`config.mk`:
```
export PLATFORM = sky130hd
export DESIGN_NAME = enemy_spawner
export DESIGN_NICKNAME = d
export VERILOG_FILES = /design/src/rtl/enemy_spawner.sv
export SDC_FILE = /design/constraint.sdc
export NUM_CORES = 1
export LEC_CHECK = 0
export CAP_MARGIN = 20
export CORE_MARGIN = 2
export CORE_UTILIZATION = 40
export CTS_CLUSTER_SIZE = 10
export DETAILED_ROUTE_END_ITERATION = 16
export GPL_ROUTABILITY_DRIVEN = 0
export GPL_TIMING_DRIVEN = 1
export PLACE_DENSITY_LB_ADDON = 0.25
export SLEW_MARGIN = 20
export SYNTH_ARGS = -nofsm -noshare
export SYNTH_HDL_FRONTEND = slang
export SYNTH_SLANG_ARGS = --single-unit
export TNS_END_PERCENT = 100
```
`constraint.sdc`:
```
create_clock -name clk -period 1.9 [get_ports clk]
set_input_delay 0.38 -clock clk [delete_from_list [all_inputs] [get_ports clk]]
set_output_delay 0.38 -clock clk [all_outputs]
set_load 0.02 [all_outputs]
```
`src/rtl/enemy_spawner.sv`:
```
`default_nettype none
// ============================================================================
//  Module      : enemy_spawner
//  Description : Control stage ahead of the Enemy sprite. Chooses when an
//                enemy car enters the road and in which lane, retires it on
//                exit or collision, runs a frame-tick cooldown and respawns.
//  Revision    : 1.0 - initial release
// ============================================================================
module enemy_spawner #(
    parameter int          ROAD_LEFT  = 129,
    parameter int          LANE_WIDTH = 96,
    parameter int          SPAWN_Y    = 0,
    parameter int          EXIT_Y     = 480,
    parameter int          COOLDOWN   = 60,
    parameter logic [15:0] LFSR_SEED  = 16'hACE1
) (
    input  logic       clk,
    input  logic       reset,
    input  logic       tick,
    input  logic       start,
    input  logic [9:0] enemy_pos_y,
    input  logic       collision,
    output logic       enemy_load,
    output logic       enemy_enable,
    output logic [9:0] offset_x,
    output logic [9:0] offset_y,
    output logic [7:0] spawn_count,
    output logic       halted
);

    localparam int              c_CNT_W     = (COOLDOWN > 1) ? $clog2(COOLDOWN + 1) : 1;
    localparam logic [c_CNT_W-1:0] c_COOL_LOAD = c_CNT_W'(COOLDOWN);
    localparam logic [15:0]     c_LFSR_MASK = 16'hB400;
    // An all-zero Galois LFSR never leaves zero, so a zero seed becomes 1.
    localparam logic [15:0]     c_SEED      = (LFSR_SEED == 16'h0000) ? 16'h0001 : LFSR_SEED;

    localparam logic [2:0] c_S_IDLE   = 3'd0;
    localparam logic [2:0] c_S_SPAWN  = 3'd1;
    localparam logic [2:0] c_S_ACTIVE = 3'd2;
    localparam logic [2:0] c_S_COOL   = 3'd3;
    localparam logic [2:0] c_S_HALT   = 3'd4;

    logic [2:0]         r_state;
    logic [15:0]        r_lfsr;
    logic [1:0]         r_last_lane;
    logic [c_CNT_W-1:0] r_cool_cnt;

    logic [2:0]  w_next_state;
    logic [15:0] w_lfsr_next;
    logic [1:0]  w_cand;
    logic [1:0]  w_lane;
    logic [9:0]  w_offset_x;
    logic        w_exit;

    assign w_lfsr_next = (r_lfsr >> 1) ^ (r_lfsr[0] ? c_LFSR_MASK : 16'h0000);
    assign w_cand      = r_lfsr[1:0];
    // Bumping a repeated candidate by one lane (mod 4) guarantees a new lane.
    assign w_lane      = (w_cand == r_last_lane) ? (w_cand + 2'd1) : w_cand;
    assign w_offset_x  = 10'(ROAD_LEFT) + (10'(w_lane) * 10'(LANE_WIDTH));
    assign w_exit      = (32'(enemy_pos_y) >= $unsigned(EXIT_Y));

    // Next-state selection; collision outranks exit inside ACTIVE.
    always_comb begin
        w_next_state = r_state;
        case (r_state)
            c_S_IDLE: begin
                if (start) w_next_state = c_S_SPAWN;
            end
            c_S_SPAWN: begin
                w_next_state = c_S_ACTIVE;
            end
            c_S_ACTIVE: begin
                if (!start)         w_next_state = c_S_IDLE;
                else if (collision) w_next_state = c_S_HALT;
                else if (w_exit)    w_next_state = c_S_COOL;
            end
            c_S_COOL: begin
                if (!start)                 w_next_state = c_S_IDLE;
                else if (r_cool_cnt == '0)  w_next_state = c_S_SPAWN;
            end
            c_S_HALT: begin
                if (!start) w_next_state = c_S_IDLE;
            end
            default: begin
                w_next_state = c_S_IDLE;
            end
        endcase
    end

    // State, LFSR, cooldown counter, lane choice and registered Moore outputs.
    always_ff @(posedge clk) begin
        if (!reset) begin
            r_state      <= c_S_IDLE;
            r_lfsr       <= c_SEED;
            r_last_lane  <= 2'd3;
            r_cool_cnt   <= '0;
            enemy_load   <= 1'b0;
            enemy_enable <= 1'b0;
            halted       <= 1'b0;
            offset_x     <= 10'(ROAD_LEFT);
            offset_y     <= 10'(SPAWN_Y);
            spawn_count  <= 8'd0;
        end else begin
            r_state      <= w_next_state;
            r_lfsr       <= w_lfsr_next;
            enemy_load   <= (w_next_state == c_S_SPAWN);
            enemy_enable <= (w_next_state == c_S_ACTIVE);
            halted       <= (w_next_state == c_S_HALT);

            // SPAWN never follows itself, so this fires only on SPAWN entry.
            if (w_next_state == c_S_SPAWN) begin
                offset_x    <= w_offset_x;
                offset_y    <= 10'(SPAWN_Y);
                r_last_lane <= w_lane;
                if (spawn_count != 8'hFF) spawn_count <= spawn_count + 8'd1;
            end

            if ((r_state == c_S_ACTIVE) && (w_next_state == c_S_COOL)) begin
                r_cool_cnt <= c_COOL_LOAD;
            end else if ((r_state == c_S_COOL) && start && (r_cool_cnt != '0) && tick) begin
                r_cool_cnt <= r_cool_cnt - 1'b1;
            end
        end
    end

endmodule
`default_nettype wire
```
==> results of run 1 <==
-- cells by family after synthesis --
family,count (synthesis)
AO/OA/AOI/OAI,33
XOR/XNOR,10
adder cells (fa/ha/maj),4
buffers and inverters,32
flip-flops,43
multiplexers,2
other,2
AND/OR/NAND/NOR,87
-- state kept, by name (all words and copies together) (netlist names) --
signal,flops
r_last_lane,2
halted,1
spawn_count,8
r_cool_cnt,6
enemy_enable,1
enemy_load,1
r_lfsr,16
offset_x,5
r_state,3
-- final cells by class --
type	instances	area share (%)
Clock inverter	2	1.45
Clock buffer	6	3.41
Multi-Input combinational cell	152	39.4
Sequential cell	43	35.7
Inverter	8	1.24
Timing Repair Buffer	41	16.0
Tap cell	54	2.79
-- critical path, delay by kind of cell (launching register included) --
family,cells,cell delay [ns]
AOI/OAI and AO/OA,1,0.30
and+or+nand+nor,3,0.70
muxes,1,0.14
adders and majority gates,1,0.13
DFF,1,0.33
buffers and inverters,2,0.25
-- cell usage in the layout (no fill, tap or decap), types with 10 or more instances in the layout --
| master | n |
|---|---|
| nand3_1 | 10 |
| conb_1 | 15 |
| clkdlybuf4s50_1 | 25 |
| and2_1 | 10 |
| dfxtp_1 | 41 |
| nor2_1 | 12 |
| buf_4 | 14 |
| nand2_1 | 17 |
-- final timing paths --
| path | end | slack (ns) | cells past startpoint |
|---|---|---|---|
| max | spawn_count[6] | -0.06 | 8 |
| min | r_lfsr[11] | 0.41 | 1 |
| max reg2reg | spawn_count[6] | -0.06 | 8 |
| min reg2reg | r_lfsr[11] | 0.41 | 1 |
-- timing repair --
action                                  in CTS  in global routing
endpoints found under the setup margin       8                 21
cloned                                       1                  0
buffers inserted                             1                  0
gates resized for setup                      5                  9
pin swaps                                    3                  5
-- per-stage QoR --
stage	std cells	TNS [ns]
3_5_place_dp	296	-0.249
2_1_floorplan	226	-0.0137
3_3_place_gp	296	-0.0844
6_report	306	-0.228
4_1_cts	306	-0.143
5_1_grt	306	-1.18
-- where the power goes --
| part | internal (mW) | total [mW] | switching, mW |
|---|---|---|---|
| clock | 0.425 | 0.737 | 0.312 |
| sequential | 0.951 | 0.981 | 0.0300 |
| combinational | 0.138 | 0.292 | 0.154 |
| total | 1.51 | 2.01 | 0.496 |
-- layer usage --
layer  share of wire (%)  global-route usage, %
met4                0.43                   4.73
met1                  48                   17.9
met3                 3.4                   4.70
met5                   0                      0
met2                  48                   22.4
==> flow_summary.yaml, run 1 <==
logic_synthesis:
  ys_async_sr_fraction_pct: 0
  syn_avg_cell_area_um2: 8.99
  synth-seq-cells: 43
  synth.most_common_cell: "dfxtp_1"
  netlist_top_cells_area: "dfxtp_1 (45%), buf_4 (5.9%), nand2_1 (3.5%)"
  synth_fa_ha_area_share_pct: 2.61
  yosys_warnings: 0
  muxShareOfSynthArea_pct: 1.05
  synth_edf_count: 0
  synth_flop_cell: "dfxtp_1"
  synth_top_cell_by_area: "dfxtp_1"
  synth-compound-area-share_pct: 12.5
  synth_top_area_share_pct: 44.9
  ys_types: 43
  synthSimpleGateAreaFrac_pct: 24.2
  synth_top_family_by_area: "simple AND/OR/NAND/NOR gates"
  ys_seq_area_share_pct: 44.9
  syn-cell-area_um2: 1920
  synth_common_cells: "dfxtp_1 (43), nand2_1 (18), buf_4 (15)"
  synth_cells: 213
  synth-xor-area-share_pct: 4.57
critical_path:
  path_class: "reg2reg"
  cp_cell_sequence: "inv_2, ha_4, or3b_4, o41ai_4, buf_4, and2_4, nand4_1, mux2i_1"
  critical_path.max_fanout: 5
  startpoint: "r_cool_cnt[1]"
  reg2reg_from: "r_cool_cnt[1]"
  crit_path_top_delay_cell: "or3b_4"
  max_stage_delay_ns: 0.40
  worstSetupEndpointType: "flip-flop"
  arrival_ns: 2.15
  required_ns: 2.09
  cp-start-kind: "flip-flop"
layout:
  drive_above_1_share_pct: 15.5
  regArea_um2: 863
  multi_input_area_um2: 953
  post-route-util_pct: 51.9
  insertedDiodeCount: 0
  fillers: 448
  fin_area_um2: 2420
  nNetsFinal: 270
  area_growth_pct: 26.3
global_routing:
  antenna_found_initial: 0
  grt_max_degree: 43
  grt_pass1_wl_um: 5880
  grt_overflow_total: 0
  grt_usage_pct: 14.1
  grt_pass1_vias: 1340
clocking:
  postCtsHoldBufs: 0
  cts_buffers: 5
  cts_sinks: 43
  cts-root-buf: "clkbuf_8"
  cts_tree: "done"
  htree_levels: 2
  cts.clk_slew.worst_paths_ns: 0.08
  clk_path_buf_depth: 2
  clk_latency_ns: 0.29
timing:
  clock.fmax_mhz: 509
  maxSlewViolCount: 0
  hold_violations: 0
  fin_ws_ns: -0.0628
  period_needed_ns: 1.96
  setup_viol: 7
  rsz0062_at_grt: "yes"
  fin_skew_ns: 0.00880
  finalCritPeriodShare_pct: 103
  holdWs_ns: 0.405
placed_design:
  dpl_cell_area_um2: 2270
  dp_hpwl_um: 2400
  pre_cts_slack_ns: -0.0784
  port_buffers: 25
drt:
  via_count: 1482
  detail-route-antenna-nets: 0
  via_per_inst: 4.84
  first_iter_violations: 64
  drc: 0
  dr.pass1.iters: 4
  wirelength_um: 3510
  wl_per_cell_um: 11.5
power_and_ir_drop:
  finalPower_mw: 2.01
  p_leak_nw: 0.985
  peakVddDrop_mv: 0.524
  p_per_area_nw_per_um2: 831
floorplanning:
  die_height_um: 73.2
  fp.coreArea_um2: 4660
  die_width_um: 73.2
  row_count: 25
  pin_count: 46
  floorplan.initialDensity_pct: 41.1
  dieArea_um2: 5360
run_status:
  status: "complete, but fails checks"
  violations: "negative setup slack"
hold_path:
  min-delay-start: "r_lfsr[12]"
  hold_path_class: "reg2reg"
flow_run:
  drv_cap: 0
Power figures use the tool's default switching activity.
==> inputs of run 2 (changes only) <==
- CTS_CLUSTER_DIAMETER: default -> 80
==> results of run 2 <==
Final layout, timing and power as in run 1 (identical DEF).
